[src/rtl/rr_burst_arbiter_if.sv]
// Request/grant bundle for rr_burst_arbiter.
//   req        requester -> arbiter, one level-sensitive bit per requester
//   gnt        arbiter -> requester, registered one-hot or all-zero grant
//   gnt_valid  arbiter -> requester, high while any grant is held
//   gnt_id     arbiter -> requester, index of the granted requester (0 when idle)
//   preempt    arbiter -> requester, one-cycle pulse after a forced release
// master: the arbiter side. slave: the requester side.
interface rr_burst_arbiter_if #(
  parameter int unsigned NUM_REQ = 4,
  parameter int unsigned ID_W    = (NUM_REQ > 1) ? $clog2(NUM_REQ) : 1
);
  logic [NUM_REQ-1:0] req;
  logic [NUM_REQ-1:0] gnt;
  logic               gnt_valid;
  logic [ID_W-1:0]    gnt_id;
  logic               preempt;

  modport master (input req, output gnt, gnt_valid, gnt_id, preempt);
  modport slave  (output req, input gnt, gnt_valid, gnt_id, preempt);
endinterface

[src/rtl/rr_burst_arbiter.sv]
// Round-robin arbiter with bounded burst ownership for one shared resource.
// A grant is held while the owner keeps requesting; after MAX_BURST cycles it is
// forced off if anyone else is waiting. Every release passes through IDLE.
// Ports:
//   clock  rising-edge clock
//   reset  synchronous, active-high
//   bus    rr_burst_arbiter_if.master (req in; gnt, gnt_valid, gnt_id, preempt out)
module rr_burst_arbiter #(
  parameter int unsigned NUM_REQ   = 4,
  parameter int unsigned MAX_BURST = 8
) (
  input  logic                clock,
  input  logic                reset,
  rr_burst_arbiter_if.master  bus
);
  localparam int unsigned ID_W  = (NUM_REQ > 1) ? $clog2(NUM_REQ) : 1;
  localparam int unsigned CNT_W = $clog2(MAX_BURST + 1);

  typedef enum logic {IDLE, GRANT} state_e;

  state_e             state_q, state_d;
  logic [NUM_REQ-1:0] gnt_q, gnt_d;
  logic               valid_q, valid_d;
  logic [ID_W-1:0]    id_q, id_d;
  logic [ID_W-1:0]    ptr_q, ptr_d;
  logic [CNT_W-1:0]   cnt_q, cnt_d;
  logic               preempt_q, preempt_d;

  logic [NUM_REQ-1:0] hi_mask;
  logic [NUM_REQ-1:0] masked;
  logic [NUM_REQ-1:0] cand;
  logic [NUM_REQ-1:0] pick_oh;
  logic [ID_W-1:0]    pick_id;
  logic               owner_req;
  logic               others_req;

  // Round-robin pick: lowest set request at or above ptr, else wrap to lowest overall.
  always_comb begin
    hi_mask = ~((NUM_REQ'(1) << ptr_q) - NUM_REQ'(1));
    masked  = bus.req & hi_mask;
    cand    = (|masked) ? masked : bus.req;
    pick_oh = cand & (~cand + NUM_REQ'(1));
    pick_id = '0;
    for (int unsigned i = 0; i < NUM_REQ; i++) begin
      if (pick_oh[i]) pick_id = ID_W'(i);
    end
  end

  assign owner_req  = |(bus.req & gnt_q);
  assign others_req = |(bus.req & ~gnt_q);

  // Next-state and registered-output computation.
  always_comb begin
    state_d   = state_q;
    gnt_d     = gnt_q;
    valid_d   = valid_q;
    id_d      = id_q;
    ptr_d     = ptr_q;
    cnt_d     = cnt_q;
    preempt_d = 1'b0;
    case (state_q)
      IDLE: begin
        if (|bus.req) begin
          state_d = GRANT;
          gnt_d   = pick_oh;
          valid_d = 1'b1;
          id_d    = pick_id;
          cnt_d   = CNT_W'(1);
          ptr_d   = (pick_id == ID_W'(NUM_REQ - 1)) ? '0 : pick_id + ID_W'(1);
        end
      end
      GRANT: begin
        if (!owner_req || (cnt_q >= CNT_W'(MAX_BURST) && others_req)) begin
          // Release to IDLE; only a forced release flags preempt.
          state_d   = IDLE;
          gnt_d     = '0;
          valid_d   = 1'b0;
          id_d      = '0;
          cnt_d     = '0;
          preempt_d = owner_req;
        end else if (cnt_q < CNT_W'(MAX_BURST)) begin
          cnt_d = cnt_q + CNT_W'(1);
        end
      end
      default: begin
        state_d = IDLE;
        gnt_d   = '0;
        valid_d = 1'b0;
        id_d    = '0;
        cnt_d   = '0;
      end
    endcase
  end

  // State and output registers.
  always_ff @(posedge clock) begin
    if (reset) begin
      state_q   <= IDLE;
      gnt_q     <= '0;
      valid_q   <= 1'b0;
      id_q      <= '0;
      ptr_q     <= '0;
      cnt_q     <= '0;
      preempt_q <= 1'b0;
    end else begin
      state_q   <= state_d;
      gnt_q     <= gnt_d;
      valid_q   <= valid_d;
      id_q      <= id_d;
      ptr_q     <= ptr_d;
      cnt_q     <= cnt_d;
      preempt_q <= preempt_d;
    end
  end

  assign bus.gnt       = gnt_q;
  assign bus.gnt_valid = valid_q;
  assign bus.gnt_id    = id_q;
  assign bus.preempt   = preempt_q;
endmodule

[src/flat_wrapper.sv]
// flat-port wrapper written by rule: the top's interface ports become plain ports
module rr_burst_arbiter_flat 
#(
  parameter int unsigned NUM_REQ   = 4,
  parameter int unsigned MAX_BURST = 8
)
  (clock, reset, bus_req, bus_gnt, bus_gnt_valid, bus_gnt_id, bus_preempt);
  rr_burst_arbiter_if #(.NUM_REQ(NUM_REQ)) bus_i ();
  input  logic clock;
  input  logic reset;
  input wire logic [$bits(bus_i.req)-1:0] bus_req;
  output wire logic [$bits(bus_i.gnt)-1:0] bus_gnt;
  output wire logic [$bits(bus_i.gnt_valid)-1:0] bus_gnt_valid;
  output wire logic [$bits(bus_i.gnt_id)-1:0] bus_gnt_id;
  output wire logic [$bits(bus_i.preempt)-1:0] bus_preempt;
  assign bus_i.req = bus_req;
  assign bus_gnt = bus_i.gnt;
  assign bus_gnt_valid = bus_i.gnt_valid;
  assign bus_gnt_id = bus_i.gnt_id;
  assign bus_preempt = bus_i.preempt;
  rr_burst_arbiter #(.NUM_REQ(NUM_REQ), .MAX_BURST(MAX_BURST)) u_core (.clock(clock), .reset(reset), .bus(bus_i));
endmodule
[config.mk]
export PLATFORM = sky130hd
export DESIGN_NAME = rr_burst_arbiter_flat
export DESIGN_NICKNAME = d
export VERILOG_FILES = /design/src/rtl/rr_burst_arbiter_if.sv /design/src/rtl/rr_burst_arbiter.sv /design/src/flat_wrapper.sv
export SDC_FILE = /design/constraint.sdc
export NUM_CORES = 1
export LEC_CHECK = 0
export BUFFER_PORTS_ARGS = -buffer_cell sky130_fd_sc_hd__buf_2
export CORE_MARGIN = 2
export CORE_UTILIZATION = 53
export DETAILED_ROUTE_END_ITERATION = 16
export HOLD_SLACK_MARGIN = 0.05
export PLACE_DENSITY = 0.76
export SYNTH_ARGS = -nofsm -noshare
export SYNTH_HDL_FRONTEND = slang
export SYNTH_SLANG_ARGS = --single-unit
[constraint.sdc]
create_clock -name clock -period 2.2 [get_ports clock]
set_input_delay 0.66 -clock clock [delete_from_list [all_inputs] [get_ports clock]]
set_output_delay 0.66 -clock clock [all_outputs]
set_load 0.05 [all_outputs]
==> results.py, run 1 <==
metrics = {
    "logic_synthesis": {
        "synth_xor_area_share_pct": 1.029,
        "synth_area_um2": 850.8,
        "postSynthNetCount": 107,
        "ys_seq_area_share_pct": 35.29,
        "synth-simple-area-share_pct": 30.59,
        "synth-compound-area-share_pct": 25.15,
        "ys_warn_count": 0,
        "synthDistinctLibCells": 40,
        "synthCells": 99,
        "synth_edf_count": 0,
        "muxShareOfSynthArea_pct": 0,
        "async_reset_ff_share_pct": 0,
        "synth_ff_type": "dfxtp_1",
        "synth_top_family_by_area": "simple AND/OR/NAND/NOR gates",
        "syn_avg_cell_area_um2": 8.594,
        "synth-seq-cells": 15,
        "synthAdderAreaFrac_pct": 2.941,
    },
    "timing": {
        "slew_violations": 0,
        "hold_viol_final": 0,
        "min_period_over_period_pct": 81.61,
        "rsz0062_at_grt": "no",
        "fin_setup_tns_ns": 0,
        "setup_violations": 0,
        "max-slew-margin-rel_pct": 68.99,
        "min_period_ns": 1.795,
        "worstMarginPinSlew_ns": 0.4635,
        "max_freq_mhz": 557.0,
        "finClkSkew_ns": 0.003755,
    },
    "placement": {
        "gp_routability_congestion": 0.9141,
        "post-dp-hpwl_mm": 1.292,
        "port_buffers": 13,
        "dpl.cell_count": 125,
    },
    "global_route": {
        "antenna_found_initial": 0,
        "grt_usage_pct": 19.80,
        "gr-total-overflow": 0,
        "grt_pass1_vias": 701,
        "grt_pass1_wl_mm": 2.904,
        "grt_max_degree": 17,
    },
    "floorplanning": {
        "die_h_um": 44.07,
        "design.core.area_um2": 1506,
        "die_w_um": 44.07,
        "die-area_um2": 1942,
        "initial_core_util_pct": 56.48,
        "num_io_pins": 14,
        "fp-row-count": 14,
    },
    "critical_path": {
        "ff2ff_setup_slack_ns": 0.53,
        "crit_family": "simple AND/OR/NAND/NOR gates",
        "critPathLaunchType": "primary input",
        "critPathMaxFanout": 9,
        "r2r_cells": 5,
        "cpMaxStageDelayCell": "or4_4",
        "endpoint_kind": "flip-flop",
        "crit_buf_inv": 1,
        "timing.rr.start": "u_core.ptr_q[0]",
        "max_stage_delay_ns": 0.54,
        "cp_cell_sequence": "buf_2, or4_4, nor2b_4, a32oi_1, o22a_1, nor2_1",
        "critPathKind": "primary input to flip-flop",
        "worstPathArrival_ns": 1.99,
        "reg2reg_to": "u_core.bus.gnt[2]",
        "required_ns": 2.39,
    },
    "drt": {
        "drcViolationCount": 0,
        "route.final.wire_length_mm": 1.789,
        "viasPerCell": 6.070,
        "antenna_left": 0,
        "vias": 783,
        "wire_per_inst_um": 13.87,
        "dr.pass1.iters": 4,
        "drtIter0Drc": 24,
    },
    "layout": {
        "diodes": 0,
        "final_common_cell": "dfxtp_1",
        "finalNetCount": 122,
        "drive_above_1_share_pct": 23.89,
        "most-common-layout-cells": "dfxtp_1 (15), buf_2 (13), nand2_1 (11), nor2_1 (11), nor2b_1 (5)",
        "areaGrowthSynthToFinish_pct": 11.62,
        "final_cells": 129,
    },
    "power_and_ir_drop": {
        "intPower_mw": 0.4275,
        "power.share.sequential_pct": 48.1,
        "power.share.clock_pct": 24.5,
        "ir_drop_mv": 0.4876,
        "powerDensity_nw_per_um2": 694.2,
        "combPwrFrac_pct": 27.4,
        "netSwitchingFraction_pct": 35.16,
        "p_total_mw": 0.6592,
        "p_leak_nw": 0.3859,
        "p_sw_mw": 0.2318,
    },
    "worst_hold_path": {
        "min_to": "u_core.bus.gnt_id[1]",
        "hold_class": "flip-flop to flip-flop",
        "hold_depth": 2,
        "min-delay-start": "u_core.bus.gnt_id[1]",
    },
    "cts": {
        "htreeDepth": 1,
        "postCtsSetupBuffers": 0,
        "clk-insertion-delay-late_ns": 0.29,
        "cts_hold_buf": 0,
        "cts_tree": "built",
        "cts_buffers": 3,
        "cts_num_sinks": 15,
        "cts.path.max_buffers": 2,
        "clk_pin_slew_ns": 0.09,
        "post_cts_resized": 0,
        "cts_root_buf": "clkbuf_4",
    },
    "outcome": {
        "status": "finished clean",
    },
    "run": {
        "maxCapViolations": 0,
    },
}
## per-stage QoR
stage               hold WS (ns)  worst slack, ns  util (%)  instance area, um^2
global route              0.5074           0.3086     63.04                949.7
global placement          0.4662          0.09691     61.30                923.4
finish                    0.4674           0.4046     63.04                949.7
floorplan                 0.4894           0.2357         -                850.8
detailed placement        0.4595           0.1037     61.30                923.4
CTS                       0.4723           0.4059     63.04                949.7
## flip-flops by register name (all words and copies together), names as in the netlist
name / cells
u_core.bus.gnt: 4
u_core.bus.gnt_valid: 1
u_core.cnt_q: 4
u_core.bus.preempt: 1
u_core.state_q: 1
u_core.ptr_q: 2
u_core.bus.gnt_id: 2
## layout make-up
type | instances | area (um^2)
fill | 135 | 556.8
multi-input combinational | 75 | 508.0
sequential | 15 | 300.3
timing repair buffer | 15 | 80.08
clock buffer | 4 | 26.28
tap | 16 | 20.02
inverter | 4 | 15.01
## cell usage after synthesis (2+ instances only)
| library cell | count | area [um^2] |
|---|---|---|
| a41oi_1 | 2 | 17.52 |
| o21ai_0 | 4 | 20.02 |
| nand2_1 | 11 | 41.29 |
| o32ai_1 | 3 | 26.28 |
| o22a_1 | 2 | 17.52 |
| nor3_1 | 4 | 20.02 |
| clkbuf_1 | 2 | 7.510 |
| inv_1 | 4 | 15.01 |
| nand2b_1 | 2 | 12.51 |
| nor2b_4 | 2 | 27.53 |
| nor2_1 | 11 | 41.29 |
| dfxtp_1 | 15 | 300.3 |
| a21oi_1 | 4 | 20.02 |
| a22oi_1 | 2 | 15.01 |
| nor2b_1 | 5 | 31.28 |
| ha_1 | 2 | 25.02 |
## worst min-delay path, delay by kind of cell, from the launching register on
family                 cells  cell delay [ns]
AOI/OAI and AO/OA          1             0.07
DFF                        1             0.31
buffers and inverters      1             0.04
## worst max path at each step
stage / from / endpoint / slack, ns / cells past startpoint
finish: bus_req[2] / u_core.bus.gnt_id[0] / 0.40 / 6
global route: bus_req[2] / u_core.ptr_q[0] / 0.31 / 6
CTS: bus_req[2] / u_core.bus.gnt[2] / 0.41 / 5
detailed placement: bus_req[2] / u_core.bus.gnt_id[0] / 0.10 / 6
global placement: bus_req[2] / u_core.bus.gnt_id[0] / 0.1 / 6
floorplan: bus_req[2] / u_core.bus.gnt_id[0] / 0.24 / 6
## power groups by stage
stage / registers [mW] / clock network (mW) / logic, mW
global placement: 0.322 / 0 / 0.179
detailed placement: 0.323 / 0 / 0.180
finish: 0.317 / 0.161 / 0.181
global route: 0.320 / 0.171 / 0.197
floorplan: 0.353 / 0 / 0.108
CTS: 0.317 / 0.161 / 0.180
## logic make-up (layout without fill, tap and decap cells)
family | after synthesis | in the layout
and+or+nand+nor | 46 | 46
adders and majority gates | 2 | 2
xor gates and xnor gates | 1 | 1
DFF | 15 | 15
buffers and inverters | 9 | 23
AOI/OAI and AO/OA | 26 | 26
## per-layer routing
metal,vias up,part of all wire [%],track usage (%)
li1,389,-,-
met1,370,50,26.79
met2,22,43,31.18
met3,2,5.2,4.082
met4,0,1.2,7.273
met5,-,0,0
Note: power is estimated with default switching activity, not from simulation.
==> run 2, diff against run 1 <==
- CORE_ASPECT_RATIO: not set -> 0.75
- CORE_UTILIZATION: 53 -> 48
- PLACE_DENSITY: 0.76 -> 0.72
- clock period: 2.2 -> 1.55 ns (I/O delays scaled with it)
==> results.py, run 2 (synthesis gave the netlist of run 1 again) <==
metrics = {
    "outcome": {
        "status": "finished clean",
    },
    "timing": {
        "min_period_over_period_pct": 99.21,
        "max_freq_mhz": 650.3,
        "min_period_ns": 1.538,
        "finClkSkew_ns": 0.001796,
        "max-slew-margin-rel_pct": 76.38,
        "setup_violations": 0,
        "hold_viol_final": 0,
        "layout_setup_ws_ns": 0.01219,
        "rsz0062_at_grt": "yes",
        "worstMarginPinSlew_ns": 0.3538,
        "slew_violations": 0,
    },
    "placement": {
        "place_ws_ns": -0.3780,
        "port_buffers": 13,
        "gp_routability_congestion": 0.8528,
        "post-dp-hpwl_mm": 1.646,
        "dpl.cell_count": 147,
    },
    "cts": {
        "cts_root_buf": "clkbuf_4",
        "clk-insertion-delay-late_ns": 0.29,
        "cts_hold_buf": 0,
        "cts.path.max_buffers": 2,
        "cts_tree": "built",
        "clk_pin_slew_ns": 0.10,
        "htreeDepth": 1,
        "cts_buffers": 3,
        "cts_num_sinks": 15,
    },
    "drt": {
        "drcViolationCount": 0,
        "viasPerCell": 5.791,
        "antenna_left": 0,
        "wl_met3_um": 128,
        "vias": 886,
        "wl_met1_mm": 1.083,
        "wire_per_inst_um": 15.05,
        "dr.pass1.iters": 4,
        "top_layer": "met4",
        "route.final.wire_length_mm": 2.302,
        "wl_met2_mm": 1.055,
        "drtIter0Drc": 19,
    },
    "critical_path": {
        "reg2reg_to": "u_core.cnt_q[2]",
        "cpMaxStageDelayCell": "or4_4",
        "timing.rr.start": "u_core.bus.gnt[1]",
        "critPathLaunchType": "primary input",
        "endpoint_kind": "flip-flop",
        "required_ns": 1.75,
        "cp_cell_sequence": "buf_6, or4_4, nor2_1, a41oi_1, o32ai_1",
        "r2r_cells": 6,
        "critPathKind": "primary input to flip-flop",
        "max_stage_delay_ns": 0.54,
        "worstPathArrival_ns": 1.74,
        "ff2ff_setup_slack_ns": 0.07,
        "critPathMaxFanout": 4,
    },
    "layout": {
        "drive_above_1_share_pct": 45.04,
        "final_common_cell": "buf_4",
        "most-common-layout-cells": "buf_4 (20), nand2_1 (11), buf_2 (11), nor2_1 (10), dfxtp_1 (9)",
        "final_cells": 153,
        "finalNetCount": 140,
        "diodes": 0,
        "areaGrowthSynthToFinish_pct": 36.32,
    },
    "power_and_ir_drop": {
        "ir_drop_mv": 0.7837,
        "p_leak_nw": 0.4976,
        "powerDensity_nw_per_um2": 896.2,
        "p_total_mw": 1.039,
    },
    "worst_hold_path": {
        "hold_depth": 3,
        "hold_class": "primary input to flip-flop",
        "min-delay-start": "reset",
        "min_to": "u_core.bus.gnt[2]",
    },
    "global_route": {
        "grt_pass1_wl_mm": 3.532,
        "grt_pass1_vias": 788,
        "grt_max_degree": 16,
        "grt_usage_pct": 24.25,
        "antenna_found_initial": 0,
        "gr-total-overflow": 0,
    },
    "floorplanning": {
        "num_io_pins": 14,
        "die-area_um2": 2129,
        "initial_core_util_pct": 49.82,
        "die_w_um": 52.62,
        "fp-row-count": 13,
        "design.core.area_um2": 1708,
        "die_h_um": 40.46,
    },
    "run": {
        "maxCapViolations": 0,
    },
}
## run 2: per-stage QoR
| stage | TNS (ns) | instance area (um^2) | hold slack [ns] | utilization (%) |
|---|---|---|---|---|
| 2_1_floorplan | -0.4586 | 870.8 | 0.4894 | - |
| 3_5_place_dp | -3.224 | 1061 | 0.4772 | 62.12 |
| 5_1_grt | -0.05369 | 1160 | 0.4808 | 67.91 |
| 3_3_place_gp | -2.906 | 1061 | 0.4570 | 62.12 |
| 6_report | 0 | 1160 | 0.4857 | 67.91 |
| 4_1_cts | 0 | 1135 | 0.4773 | 66.45 |
## run 2: repair_timing
item / 4_1_cts / 5_1_grt
endpoints found under the hold margin: 0 / 0
resized for setup: 7 / 8
endpoints found under the setup margin: 2 / 4
pin swaps: 3 / 4
buffers inserted: 2 / 0
cloned: 0 / 0
## run 2: cell type report
type                            instances  area (um^2)
Clock buffer                            3        22.52
Clock inverter                          1        6.256
Fill cell                             149        548.0
Inverter                                4        15.01
Multi-Input combinational cell         75        545.5
Sequential cell                        15        315.3
Tap cell                               22        27.53
Timing Repair Buffer                   33        227.7
## run 2: where the power goes
part           switching, mW  internal (mW)  total, mW
combinational          0.193          0.151      0.344
sequential            0.0371          0.415      0.452
clock                  0.143         0.0998      0.243
total                  0.373          0.666       1.04
## run 2: critical path: cells and delay by family
family / cells / cell delay [ns]
buffers and inverters: 1 / 0.10
AND/OR/NAND/NOR: 2 / 0.81
AO/OA/AOI/OAI: 2 / 0.36
## run 2: worst max path at each step
stage	startpoint	to	slack, ns
3_5_place_dp	bus_req[0]	u_core.bus.gnt_id[1]	-0.38
5_1_grt	u_core.bus.gnt[3]	u_core.cnt_q[2]	-0.03
2_1_floorplan	bus_req[2]	u_core.bus.gnt_id[1]	-0.17
3_3_place_gp	bus_req[0]	u_core.bus.gnt_id[1]	-0.32
4_1_cts	bus_req[3]	u_core.bus.gnt_id[1]	0.002
6_report	bus_req[3]	u_core.cnt_q[1]	0.01
## run 2: layer usage
layer	track usage, %	up-vias
li1	-	428
met5	0	-
met1	29.62	423
met4	11.54	0
met2	39.38	29
met3	7.836	6
==> run 3, diff against run 2 <==
- ABC_AREA: not set -> 1
==> results.py, run 3 <==
metrics = {
    "cts": {
        "clk_pin_slew_ns": 0.09,
        "post_cts_resized": 0,
        "clk-insertion-delay-late_ns": 0.28,
        "cts.path.max_buffers": 2,
        "cts_tree": "built",
        "cts_num_sinks": 15,
        "htreeDepth": 1,
        "cts_hold_buf": 0,
        "cts_root_buf": "clkbuf_4",
        "postCtsSetupBuffers": 0,
        "cts_buffers": 3,
    },
    "power_and_ir_drop": {
        "intPower_mw": 0.5913,
        "p_sw_mw": 0.3383,
        "power.share.clock_pct": 24.1,
        "combPwrFrac_pct": 28.6,
        "netSwitchingFraction_pct": 36.39,
        "p_leak_nw": 0.4590,
        "power.share.sequential_pct": 47.3,
        "ir_drop_mv": 0.6912,
        "p_total_mw": 0.9296,
        "powerDensity_nw_per_um2": 966.1,
    },
    "timing": {
        "min_period_ns": 1.480,
        "finClkSkew_ns": 0.002062,
        "max_freq_mhz": 675.7,
        "hold_viol_final": 0,
        "setup_violations": 0,
        "max-slew-margin-rel_pct": 83.40,
        "rsz0062_at_grt": "no",
        "min_period_over_period_pct": 95.48,
        "fin_setup_tns_ns": 0,
        "slew_violations": 0,
        "worstMarginPinSlew_ns": 0.2507,
    },
    "placement": {
        "port_buffers": 13,
        "post-dp-hpwl_mm": 1.433,
        "gp_routability_congestion": 0.8249,
    },
    "layout": {
        "drive_above_1_share_pct": 23.94,
        "diodes": 0,
        "areaGrowthSynthToFinish_pct": 13.42,
        "finalNetCount": 151,
        "final_common_cell": "nand2_1",
        "most-common-layout-cells": "nand2_1 (31), nor2_1 (18), dfxtp_1 (15), inv_1 (14), buf_2 (13)",
        "utilization_pct": 56.88,
    },
    "worst_hold_path": {
        "hold_class": "flip-flop to flip-flop",
        "hold_depth": 2,
        "min_to": "u_core.bus.gnt_valid",
        "min-delay-start": "u_core.bus.gnt_valid",
    },
    "drt": {
        "wire_per_inst_um": 11.05,
        "drtIter0Drc": 16,
        "vias": 833,
        "dr.pass1.iters": 4,
        "antenna_left": 0,
        "route.final.wire_length_mm": 1.813,
        "viasPerCell": 5.079,
        "drcViolationCount": 0,
    },
    "floorplanning": {
        "die-area_um2": 2123,
        "num_io_pins": 14,
        "design.core.area_um2": 1692,
        "fp-row-count": 13,
        "die_h_um": 40.41,
        "die_w_um": 52.55,
        "initial_core_util_pct": 50.15,
    },
    "global_route": {
        "grt_usage_pct": 19.94,
        "grt_pass1_vias": 747,
        "grt_pass1_wl_mm": 3.001,
        "grt_max_degree": 11,
        "antenna_found_initial": 0,
        "gr-total-overflow": 0,
    },
    "critical_path": {
        "reg2reg_to": "u_core.bus.gnt[0]",
        "cpMaxStageDelayCell": "dfxtp_1",
        "worst-path-stages": 1,
        "crit_buf_inv": 1,
        "critPathMaxFanout": 4,
        "ff2ff_setup_slack_ns": 0.23,
        "r2r_cells": 8,
        "endpoint_kind": "primary output",
        "critPathLaunchType": "flip-flop",
        "cp_cell_sequence": "buf_2",
        "max_stage_delay_ns": 0.43,
        "timing.rr.start": "u_core.bus.gnt[3]",
        "critPathKind": "flip-flop to primary output",
        "required_ns": 1.08,
        "worstPathArrival_ns": 1.01,
        "crit_family": "flip-flops",
    },
    "logic_synthesis": {
        "synth_common_cells": "nand2_1 (31), nor2_1 (18), dfxtp_1 (15)",
        "synth_most_common_cell": "nand2_1",
        "syn_avg_cell_area_um2": 6.733,
        "yosysTopAreaCell": "dfxtp_1",
        "synthTopCellsByArea": "dfxtp_1 (35%), nand2_1 (14%), nor2_1 (8.0%)",
        "postSynthNetCount": 134,
        "synth_edf_count": 0,
        "yosysTopAreaCellShare_pct": 35.40,
        "ys_warn_count": 0,
        "async_reset_ff_share_pct": 0,
        "synth-seq-cells": 15,
        "synthCells": 126,
        "ys_seq_area_share_pct": 35.40,
        "synth_ff_type": "dfxtp_1",
        "synth_area_um2": 848.3,
        "synthDistinctLibCells": 21,
    },
    "outcome": {
        "status": "finished clean",
    },
    "run": {
        "maxCapViolations": 0,
    },
}
==> run 3: cell types whose count changed in the layout (fill, tap and decap cells not counted), moves of 4 or more <==
| cell | change |
|---|---|
| nand2_1 | +20 |
| buf_4 | -18 |
| inv_1 | +10 |
| nor2_1 | +8 |
| nand3_1 | +7 |
| a21oi_1 | +6 |
| dfxtp_1 | +6 |
| nand2_2 | +4 |
| nor3_1 | -4 |
==> run 3: area by class of cell <==
type                            count  area, um^2
Inverter                           17       63.81
Clock buffer                        4       26.28
Sequential cell                    15       300.3
Fill cell                         176       729.5
Tap cell                           22       27.53
Timing Repair Buffer               15       80.08
Multi-Input combinational cell     91       464.2
==> run 3: cells by family (layout without fill, tap and decap cells) <==
logic type                 count (synthesis)  count (layout)  share of synthesized area [%]
AOI/OAI and AO/OA                         16              16                          10.77
xor gates and xnor gates                   1               1                          1.033
adders and majority gates                  2               2                          2.949
buffers and inverters                     20              36                          9.881
DFF                                       15              15                          35.40
and+or+nand+nor                           72              72                          39.97
==> run 3: how the worst max path moves through the flow <==
| stage | from | endpoint | slack, ns |
|---|---|---|---|
| global route | u_core.bus.gnt[3] | bus_gnt[3] | 0.04 |
| finish | u_core.bus.gnt[3] | bus_gnt[3] | 0.07 |
| detailed placement | bus_req[2] | u_core.ptr_q[1] | 0.09 |
| floorplan | u_core.bus.gnt[2] | u_core.cnt_q[0] | 0.04 |
| CTS | u_core.bus.gnt[3] | bus_gnt[3] | 0.07 |
| global placement | bus_req[2] | u_core.ptr_q[1] | 0.07 |
==> run 3: layer usage <==
layer | global-route usage, % | vias to the layer above | wire, um
li1 | - | 426 | -
met1 | 23.57 | 387 | 871
met2 | 35.00 | 18 | 811
met3 | 7.090 | 2 | 120
met4 | 5.128 | 0 | 10
met5 | 0 | - | 0
==> run 3: through the flow <==
step	setup slack, ns	std cells	cell area (um^2)	hold slack (ns)
floorplan	0.04225	126	848.3	0.4685
global placement	0.07491	160	935.9	0.4610
detailed placement	0.08785	160	935.9	0.4575
CTS	0.06654	164	962.2	0.4664
global route	0.03698	164	962.2	0.4810
finish	0.07012	164	962.2	0.4678
==> run 3: power by group through the flow <==
stage	Combinational (mW)	Sequential (mW)	Clock, mW
2_1_floorplan	0.155	0.499	0
3_3_place_gp	0.263	0.448	0
3_5_place_dp	0.265	0.448	0
4_1_cts	0.266	0.440	0.228
5_1_grt	0.295	0.444	0.239
6_report	0.266	0.440	0.224
